### src/rtl/elbeth_alu_md.sv
// Elbeth RV32 EX-stage execution unit: single-cycle base ALU ops plus iterative
// shift-add multiply and restoring divide, with valid/ready handshakes on both sides.
module elbeth_alu_md #(
    parameter  int WIDTH = 32,
    localparam int SHW   = $clog2(WIDTH)
) (
    input  logic             clk,
    input  logic             rst,
    input  logic             flush,
    input  logic             in_valid,
    output logic             in_ready,
    input  logic [4:0]       operation,
    input  logic [WIDTH-1:0] data_a,
    input  logic [WIDTH-1:0] data_b,
    output logic             out_valid,
    input  logic             out_ready,
    output logic [WIDTH-1:0] alu_result,
    output logic             illegal_op
);
    localparam int CW = SHW + 1;
    localparam logic [WIDTH-1:0] MOST_NEG = {1'b1, {(WIDTH-1){1'b0}}};

    typedef enum logic [1:0] {IDLE, MUL, DIV, DONE} state_t;

    state_t             state;
    logic [4:0]         op_q;
    logic [CW-1:0]      cnt;
    logic [2*WIDTH-1:0] acc, mcand;
    logic [WIDTH-1:0]   mplier;
    logic [WIDTH-1:0]   rem, quo, divisor;
    logic               neg_q, neg_r;

    // Decode of the incoming opcode
    logic is_base, is_mul, is_div;
    assign is_base = (operation <= 5'd9);
    assign is_mul  = (operation[4:2] == 3'b100);
    assign is_div  = (operation[4:2] == 3'b101);

    logic [WIDTH-1:0] base_res;
    always_comb begin
        base_res = '0;
        case (operation)
            5'd0: base_res = data_a + data_b;
            5'd1: base_res = data_a - data_b;
            5'd2: base_res = data_a & data_b;
            5'd3: base_res = data_a | data_b;
            5'd4: base_res = data_a ^ data_b;
            5'd5: base_res = {{(WIDTH-1){1'b0}}, data_a < data_b};
            5'd6: base_res = {{(WIDTH-1){1'b0}}, $signed(data_a) < $signed(data_b)};
            5'd7: base_res = data_a << data_b[SHW-1:0];
            5'd8: base_res = data_a >> data_b[SHW-1:0];
            5'd9: base_res = WIDTH'($signed(data_a) >>> data_b[SHW-1:0]);
            default: base_res = '0;
        endcase
    end

    // Multiply setup: MULHU treats a as unsigned; only MUL/MULH treat b as signed
    logic             a_sgn_m;
    logic [2*WIDTH-1:0] a_ext;
    assign a_sgn_m = (operation[1:0] != 2'd3);
    assign a_ext   = {{WIDTH{a_sgn_m & data_a[WIDTH-1]}}, data_a};

    // Divide setup: DIV/REM are the even opcodes, REM/REMU have bit 1 set
    logic             sgn_d, a_neg, b_neg, div_zero, div_ovf;
    logic [WIDTH-1:0] a_mag, b_mag;
    assign sgn_d    = ~operation[0];
    assign a_neg    = sgn_d & data_a[WIDTH-1];
    assign b_neg    = sgn_d & data_b[WIDTH-1];
    assign a_mag    = a_neg ? -data_a : data_a;
    assign b_mag    = b_neg ? -data_b : data_b;
    assign div_zero = (data_b == '0);
    assign div_ovf  = sgn_d && (data_a == MOST_NEG) && (data_b == '1);

    // Multiply step: a signed multiplier's top bit carries negative weight
    logic [2*WIDTH-1:0] addend, acc_nx;
    logic [WIDTH-1:0]   mul_res;
    always_comb begin
        addend  = ((cnt == CW'(WIDTH-1)) && (op_q[1:0] <= 2'd1)) ? -mcand : mcand;
        acc_nx  = mplier[0] ? acc + addend : acc;
        mul_res = (op_q[1:0] == 2'd0) ? acc_nx[WIDTH-1:0] : acc_nx[2*WIDTH-1:WIDTH];
    end

    // Restoring divide step; quo starts as the dividend and shifts quotient bits in
    logic [WIDTH:0]   rem_sh, diff;
    logic [WIDTH-1:0] rem_nx, quo_nx, div_res;
    always_comb begin
        rem_sh  = {rem, quo[WIDTH-1]};
        diff    = rem_sh - {1'b0, divisor};
        rem_nx  = diff[WIDTH] ? rem_sh[WIDTH-1:0] : diff[WIDTH-1:0];
        quo_nx  = {quo[WIDTH-2:0], ~diff[WIDTH]};
        div_res = op_q[1] ? (neg_r ? -rem : rem) : (neg_q ? -quo : quo);
    end

    always_ff @(posedge clk or posedge rst) begin
        if (rst) begin
            state      <= IDLE;
            in_ready   <= 1'b1;
            out_valid  <= 1'b0;
            alu_result <= '0;
            illegal_op <= 1'b0;
            op_q       <= '0;
            cnt        <= '0;
            acc        <= '0;
            mcand      <= '0;
            mplier     <= '0;
            rem        <= '0;
            quo        <= '0;
            divisor    <= '0;
            neg_q      <= 1'b0;
            neg_r      <= 1'b0;
        end else if (flush) begin
            state      <= IDLE;
            in_ready   <= 1'b1;
            out_valid  <= 1'b0;
            illegal_op <= 1'b0;
        end else begin
            case (state)
                IDLE: if (in_valid) begin
                    op_q       <= operation;
                    cnt        <= '0;
                    in_ready   <= 1'b0;
                    illegal_op <= 1'b0;
                    if (is_mul) begin
                        state  <= MUL;
                        acc    <= '0;
                        mcand  <= a_ext;
                        mplier <= data_b;
                    end else if (is_div && !div_zero && !div_ovf) begin
                        state   <= DIV;
                        rem     <= '0;
                        quo     <= a_mag;
                        divisor <= b_mag;
                        neg_q   <= a_neg ^ b_neg;
                        neg_r   <= a_neg;
                    end else begin
                        state     <= DONE;
                        out_valid <= 1'b1;
                        if (is_base)
                            alu_result <= base_res;
                        else if (is_div && div_zero)
                            alu_result <= operation[1] ? data_a : '1;
                        else if (is_div)
                            alu_result <= operation[1] ? '0 : MOST_NEG;
                        else begin
                            alu_result <= '0;
                            illegal_op <= 1'b1;
                        end
                    end
                end
                MUL: begin
                    acc    <= acc_nx;
                    mcand  <= mcand << 1;
                    mplier <= mplier >> 1;
                    cnt    <= cnt + 1'b1;
                    if (cnt == CW'(WIDTH-1)) begin
                        state      <= DONE;
                        out_valid  <= 1'b1;
                        alu_result <= mul_res;
                    end
                end
                DIV: begin
                    if (cnt == CW'(WIDTH)) begin
                        state      <= DONE;
                        out_valid  <= 1'b1;
                        alu_result <= div_res;
                    end else begin
                        rem <= rem_nx;
                        quo <= quo_nx;
                        cnt <= cnt + 1'b1;
                    end
                end
                DONE: if (out_ready) begin
                    state     <= IDLE;
                    out_valid <= 1'b0;
                    in_ready  <= 1'b1;
                end
                default: state <= IDLE;
            endcase
        end
    end
endmodule

### config.mk
export PLATFORM = sky130hd
export DESIGN_NAME = elbeth_alu_md
export DESIGN_NICKNAME = d
export VERILOG_FILES = /design/src/rtl/elbeth_alu_md.sv
export SDC_FILE = /design/constraint.sdc
export NUM_CORES = 2
export LEC_CHECK = 0
export CORE_MARGIN = 4
export CORE_UTILIZATION = 64
export DETAILED_ROUTE_END_ITERATION = 8
export PLACE_DENSITY = 0.83
export SLEW_MARGIN = 40
export SYNTH_ARGS = -nofsm -noshare
export SYNTH_HDL_FRONTEND = slang
export SYNTH_SLANG_ARGS = --single-unit
export TNS_END_PERCENT = 10
### constraint.sdc
create_clock -name clk -period 11.1 [get_ports clk]
set_input_delay 1.665 -clock clk [delete_from_list [all_inputs] [get_ports clk]]
set_output_delay 1.665 -clock clk [all_outputs]
set_load 0.005 [all_outputs]
# After elaboration in Yosys (flattened, before gate mapping)
# Index checks and enable logic that the tools add are counted.
word_totals:
  regBits: 303
  elab_cells: 175
classes:
  addsub: 10
  n_lt_le_gt_ge: 4
  eq_ne: 33
  shift: 3
  mux: 71
  bitwise: 11
  reduce_logical: 28
ops:
  columns: ["op", "count"]
  rows:
  - ["two-way mux 32 bit", 27]
  - ["two-way mux 64 bit", 6]
  - ["one-hot mux 32 bit (10 select lines)", 1]
  - ["one-hot mux 64 bit (2 select lines)", 2]
  - ["one-hot mux 32 bit (2 select lines)", 3]
  - ["negation 32 bit", 4]
  - ["one-hot mux 32 bit (3 select lines)", 1]
  - ["adder 64 bit", 1]
  - ["equality test 32 bit (second input constant)", 2]
  - ["less-than comparator 32 bit", 2]
  - ["negation 64 bit", 1]
  - ["subtractor 33 x 32 -> 33 bit", 1]
  - ["adder 32 bit", 1]
  - ["AND 32 bit", 1]
  - ["logical NOT 32 bit", 1]
  - ["bitwise OR 32 bit", 1]
  - ["<< shifter 32 x 5 -> 32 bit", 1]
  - ["right shift 32 x 5 -> 32 bit", 1]
  - [">>> shifter 32 x 5 -> 32 bit", 1]
  - ["subtractor 32 bit", 1]
  - ["XOR 32 bit", 1]
  - ["equality test 5 x 3 -> 1 bit (second input constant)", 4]
  - ["two-way mux 1 bit", 19]
  - ["!= test 2 bit (second input constant)", 9]
  - ["33 further kinds", 68]

# Depth between registers and ports, before layout
depth:
  depth_word: 10
  depth_mapped: 24

# Worst setup path before layout
# No wires, ideal clock.
synth_path:
  path_type: "input port to flip-flop"
  start: "in data_b[0]"
  end: "reg alu_result[26]"
  setup_time_ns: 0.128
  arrival_ns: 5.870
  slack_ns: 5.102
  stages: 15
  n_path_buf: 3
  path_cell_list: "buf_2 inv_1 clkbuf_1 clkbuf_1 ha_1 or3b_4 or4_4 or4_4 o211ai_2 nand2_2 a2111o_1 or4_1 a211o_1 a21oi_1 nor4_1"
synth_between:
  elab_chain_cells: 8
synth_rtl:
  columns: ["item", "line", "rtl"]
  rows:
  - ["start: declaration", "14", "input logic [WIDTH-1:0] data_b,"]
  - ["parallel branches: the longest is 8 deep, another holds subtractor 32 bit", null, null]
  - ["end signal: assignment", "139", "alu_result <= base_res;"]
  - ["end signal: assignment", "141", "alu_result <= operation[1] ? data_a : '1;"]
  - ["end signal: assignment", "143", "alu_result <= operation[1] ? '0 : MOST_NEG;"]
  - ["end: declaration", "17", "output logic [WIDTH-1:0] alu_result,"]
# Several ways; the timed one is not identified. The select of a mux whose other input is x is not followed.
# A chain may end at the register's enable or synchronous reset.

# Worst setup path after layout
layout_path:
  start: "reg mcand[3]"
  end: "reg alu_result[29]"
layout_between:
  elab_chain_cells: 7
layout_rtl:
  columns: ["item", "line", "rtl"]
  rows:
  - ["start: declaration", "28", "logic [2*WIDTH-1:0] acc, mcand;"]
  - ["start signal: assignment", "126", "mcand <= a_ext;"]
  - ["start signal: assignment", "152", "mcand <= mcand << 1;"]
  - ["negation 64 bit", "78", "addend = ((cnt == CW'(WIDTH-1)) && (op_q[1:0] <= 2'd1)) ? -mcand : mcand;"]
  - ["two-way mux 64 bit (*)", "78", null]
  - ["adder 64 bit (*)", "79", "acc_nx = mplier[0] ? acc + addend : acc;"]
  - ["two-way mux 64 bit (*)", "79", null]
  - ["two-way mux 32 bit (*)", "80", "mul_res = (op_q[1:0] == 2'd0) ? acc_nx[WIDTH-1:0] : acc_nx[2*WIDTH-1:WIDTH];"]
  - ["two-way mux 32 bit (*)", "155", "if (cnt == CW'(WIDTH-1)) begin"]
  - ["one-hot mux 32 bit (3 select lines) (*)", "117", "case (state)"]
  - ["end signal: assignment", "139", null]
  - ["end signal: assignment", "158", "alu_result <= mul_res;"]
  - ["end signal: assignment", "165", "alu_result <= div_res;"]
# Mark *: on every way between the ends. The rest lies on a longest branch, timed or not. The select of a mux whose other input is x is not followed.

==> flow_metrics.py <==
metrics = {
    "status": {
        "outcome": "complete, no violations",
    },
    "global_route": {
        "grt_max_degree": 111,
        "grtUsageTotal_pct": 48.7,
        "antenna_found_initial": 9,
        "grt_pass1_wl_um": 210000,
        "grt_pass1_vias": 33400,
        "grt_overflow": 0,
    },
    "place": {
        "postPlaceCellArea_mm2": 0.0343,
        "portBuffers": 108,
        "gp_congestion": 1.14,
        "dp_hpwl_um": 105000,
    },
    "layout": {
        "areaGrowthSynthToFinish_pct": 8.43,
        "drive_above_1_share_pct": 6.04,
        "final_nets": 4552,
        "fin_area_mm2": 0.0357,
        "final_cell_mix": "nand2_1 (499), o21ai_0 (396), a21oi_1 (393)",
        "final_common_cell": "nand2_1",
    },
    "drt": {
        "dr.pass1.iters": 7,
        "route.detailed.drc": 0,
        "wl_per_cell_um": 28.7,
        "vias": 36900,
        "wirelength_um": 143000,
        "drt_iter0_markers": 6157,
        "ant_nets": 0,
        "viasPerCell": 7.43,
    },
    "logic_synthesis": {
        "yosysSeqAreaShare_pct": 23.1,
        "syn_inst": 4349,
        "async_flop_share_pct": 100,
        "syn_nets": 4642,
        "syn_area_mm2": 0.0329,
        "yosys.area.top_type_share_pct": 23.0,
        "yosysTopAreaCell": "dfrtp_1",
        "ys.flop_type": "dfrtp_1",
        "ys_seq_elements": 303,
        "avgSynthCellArea_um2": 7.56,
        "ys_types": 85,
        "yosys_warnings": 0,
        "synth_edf_count": 0,
        "netlist_top_cells_area": "dfrtp_1 (23%), ha_1 (8.2%), o21ai_0 (6.1%)",
    },
    "power": {
        "power_density_mw_per_mm2": 228,
        "ir_drop_mv": 0.201,
        "p_leak_nw": 15.4,
    },
    "sta": {
        "setup_violations": 0,
        "hold_viol": 0,
        "min_period_ns": 6.94,
        "post-route-period-util_pct": 62.6,
        "rsz0062_at_grt": "false",
        "finClkSkew_ns": 0.0327,
        "fin_setup_tns_ns": 0,
        "fmax_ghz": 0.144,
        "worstMarginPinSlew_ns": 0.969,
        "final-max-slew-violation-count": 0,
        "relSlewSlack_pct": 34.7,
    },
    "die": {
        "num_io_pins": 109,
        "std_cell_rows": 82,
        "die_w_um": 235,
        "core_mm2": 0.0505,
        "dieHeight_um": 235,
        "die_area_mm2": 0.0551,
        "initial_core_util_pct": 65.2,
    },
    "critical_path": {
        "r2r-end": "alu_result[29]$_DFFE_PP0P_",
        "rr_worst_depth": 21,
        "r2r-start": "mcand[3]$_DFFE_PP0P_",
        "worstPathRequired_ns": 11.58,
        "path_max_fanout": 6,
        "end_kind": "register",
        "crit_arrival_ns": 7.42,
        "reg2reg_slack_ns": 4.16,
        "cp-start-kind": "register",
        "crit_type": "register to register",
    },
    "worst_hold_path": {
        "holdPathEnd": "divisor[13]$_DFFE_PP0P_",
        "hold_depth": 2,
        "min_path_type": "register to register",
        "hp-start": "divisor[13]$_DFFE_PP0P_",
    },
    "cts": {
        "tritoncts": "built",
        "ctsResizeCount": 0,
        "clockBufferDepth": 3,
        "cts_buffers": 37,
        "h-tree-depth": 2,
        "post_cts_buffers": 0,
        "root_buffer": "clkbuf_16",
        "cts.clk_slew.worst_paths_ns": 0.06,
        "ctsHoldBuffers": 0,
        "clk_latency_ns": 0.59,
        "cts.sinks": 303,
    },
    "run": {
        "drv_cap": 0,
    },
}
## layout make-up
type / instances / area [um^2]
multi-input cells: 3561 / 23600
fillers: 4050 / 14800
flip-flops and latches: 303 / 7580
repair buffers: 178 / 1620
clock buffers: 56 / 1120
well taps: 672 / 841
inverters: 178 / 681
clock inverters: 12 / 170
diodes: 6 / 15.0
## synthesized netlist by cell type (all sizes together), types with 20 or more instances
cell type	instances
nand2	501
o21ai	422
a21oi	394
nor2	368
dfrtp	302
clkbuf	274
ha	215
inv	177
mux2i	169
xnor2	161
nand3	125
xor2	97
nor3	92
o31ai	73
a21o	62
a31oi	53
a211oi	47
or3	46
mux4	44
o211ai	44
nand4	43
nand2b	42
nor4	40
o22ai	36
a22o	35
and3	33
buf	33
nor2b	29
or4	29
a221oi	28
o21bai	28
o221ai	24
and2	22
o21a	22
o41ai	22
a211o	20
## where the power goes
group / total, mW / internal, mW / switching (mW)
Clock: 1.32 / 0.771 / 0.551
Combinational: 4.76 / 1.64 / 3.12
Sequential: 2.05 / 1.52 / 0.531
Total: 8.13 / 3.93 / 4.21
## registers in the layout, summed over array words and instances (netlist names)
signal      count
state           2
out_valid       1
quo            32
mcand          64
acc            64
op_q            2
illegal_op      1
mplier         32
cnt             6
neg_r           1
divisor        32
neg_q           1
alu_result     32
in_ready        1
rem            32
## cells by family after synthesis
group	synth area share, %
AO/OA/AOI/OAI	27.6
AND/OR/NAND/NOR	19.7
flip-flops	23.1
adder cells (fa/ha/maj)	8.42
buffers and inverters	5.54
XOR/XNOR	6.87
multiplexers	8.80
## per-stage QoR
| stage | setup slack (ns) | utilization [%] | power [mW] | cells | hold WS, ns |
|---|---|---|---|---|---|
| after floorplan | 1.06 | - | 4.88 | 4349 | 0.448 |
| after global placement | 4.16 | 67.9 | 6.35 | 4892 | 0.451 |
| after detailed placement | 4.08 | 68.0 | 6.49 | 4892 | 0.470 |
| after CTS | 4.41 | 70.5 | 7.82 | 4960 | 0.483 |
| after global routing | 3.94 | 70.6 | 8.45 | 4962 | 0.504 |
| final | 4.16 | 70.7 | 8.13 | 4966 | 0.482 |
## worst max-delay path by stage
stage	start	endpoint	slack (ns)	cells after the start
2_1_floorplan	rst	acc[0]$_DFFE_PP0P_	1.06	1
3_3_place_gp	data_b[4]	alu_result[30]$_DFFE_PP0P_	4.16	15
3_5_place_dp	data_b[4]	alu_result[30]$_DFFE_PP0P_	4.08	15
4_1_cts	mcand[3]$_DFFE_PP0P_	alu_result[29]$_DFFE_PP0P_	4.41	21
5_1_grt	mcand[3]$_DFFE_PP0P_	alu_result[29]$_DFFE_PP0P_	3.94	21
6_report	mcand[3]$_DFFE_PP0P_	alu_result[29]$_DFFE_PP0P_	4.16	21
## per-layer routing
metal | wire length, um | part of all wire, % | global-route usage [%] | vias up
met5 | 41 | 0.029 | 0 | -
met4 | 10700 | 7.5 | 25.5 | 6
met3 | 24000 | 17 | 19.5 | 727
met2 | 56300 | 39 | 68.5 | 3205
met1 | 51700 | 36 | 64.6 | 17200
li1 | - | - | - | 15700
## worst max-delay path, cell delays in order (launching register included)
cell and delay, ns:
dfrtp_1 0.44, or3_1 0.45, nor3b_1 0.38, nand3_1 0.36
nor2_1 0.31, and3b_1 0.32, nand3_1 0.26, or3_1 0.47
or4b_1 0.61, nor4b_2 0.45, a21oi_1 0.17, xor2_1 0.19
ha_1 0.41, nand2_1 0.13, o21ai_0 0.48, a21o_1 0.19
a21oi_1 0.07, o21ai_0 0.41, a31oi_1 0.09, a22o_1 0.28
and3_1 0.15, o41ai_1 0.22
Power figures use the tool's default switching activity.
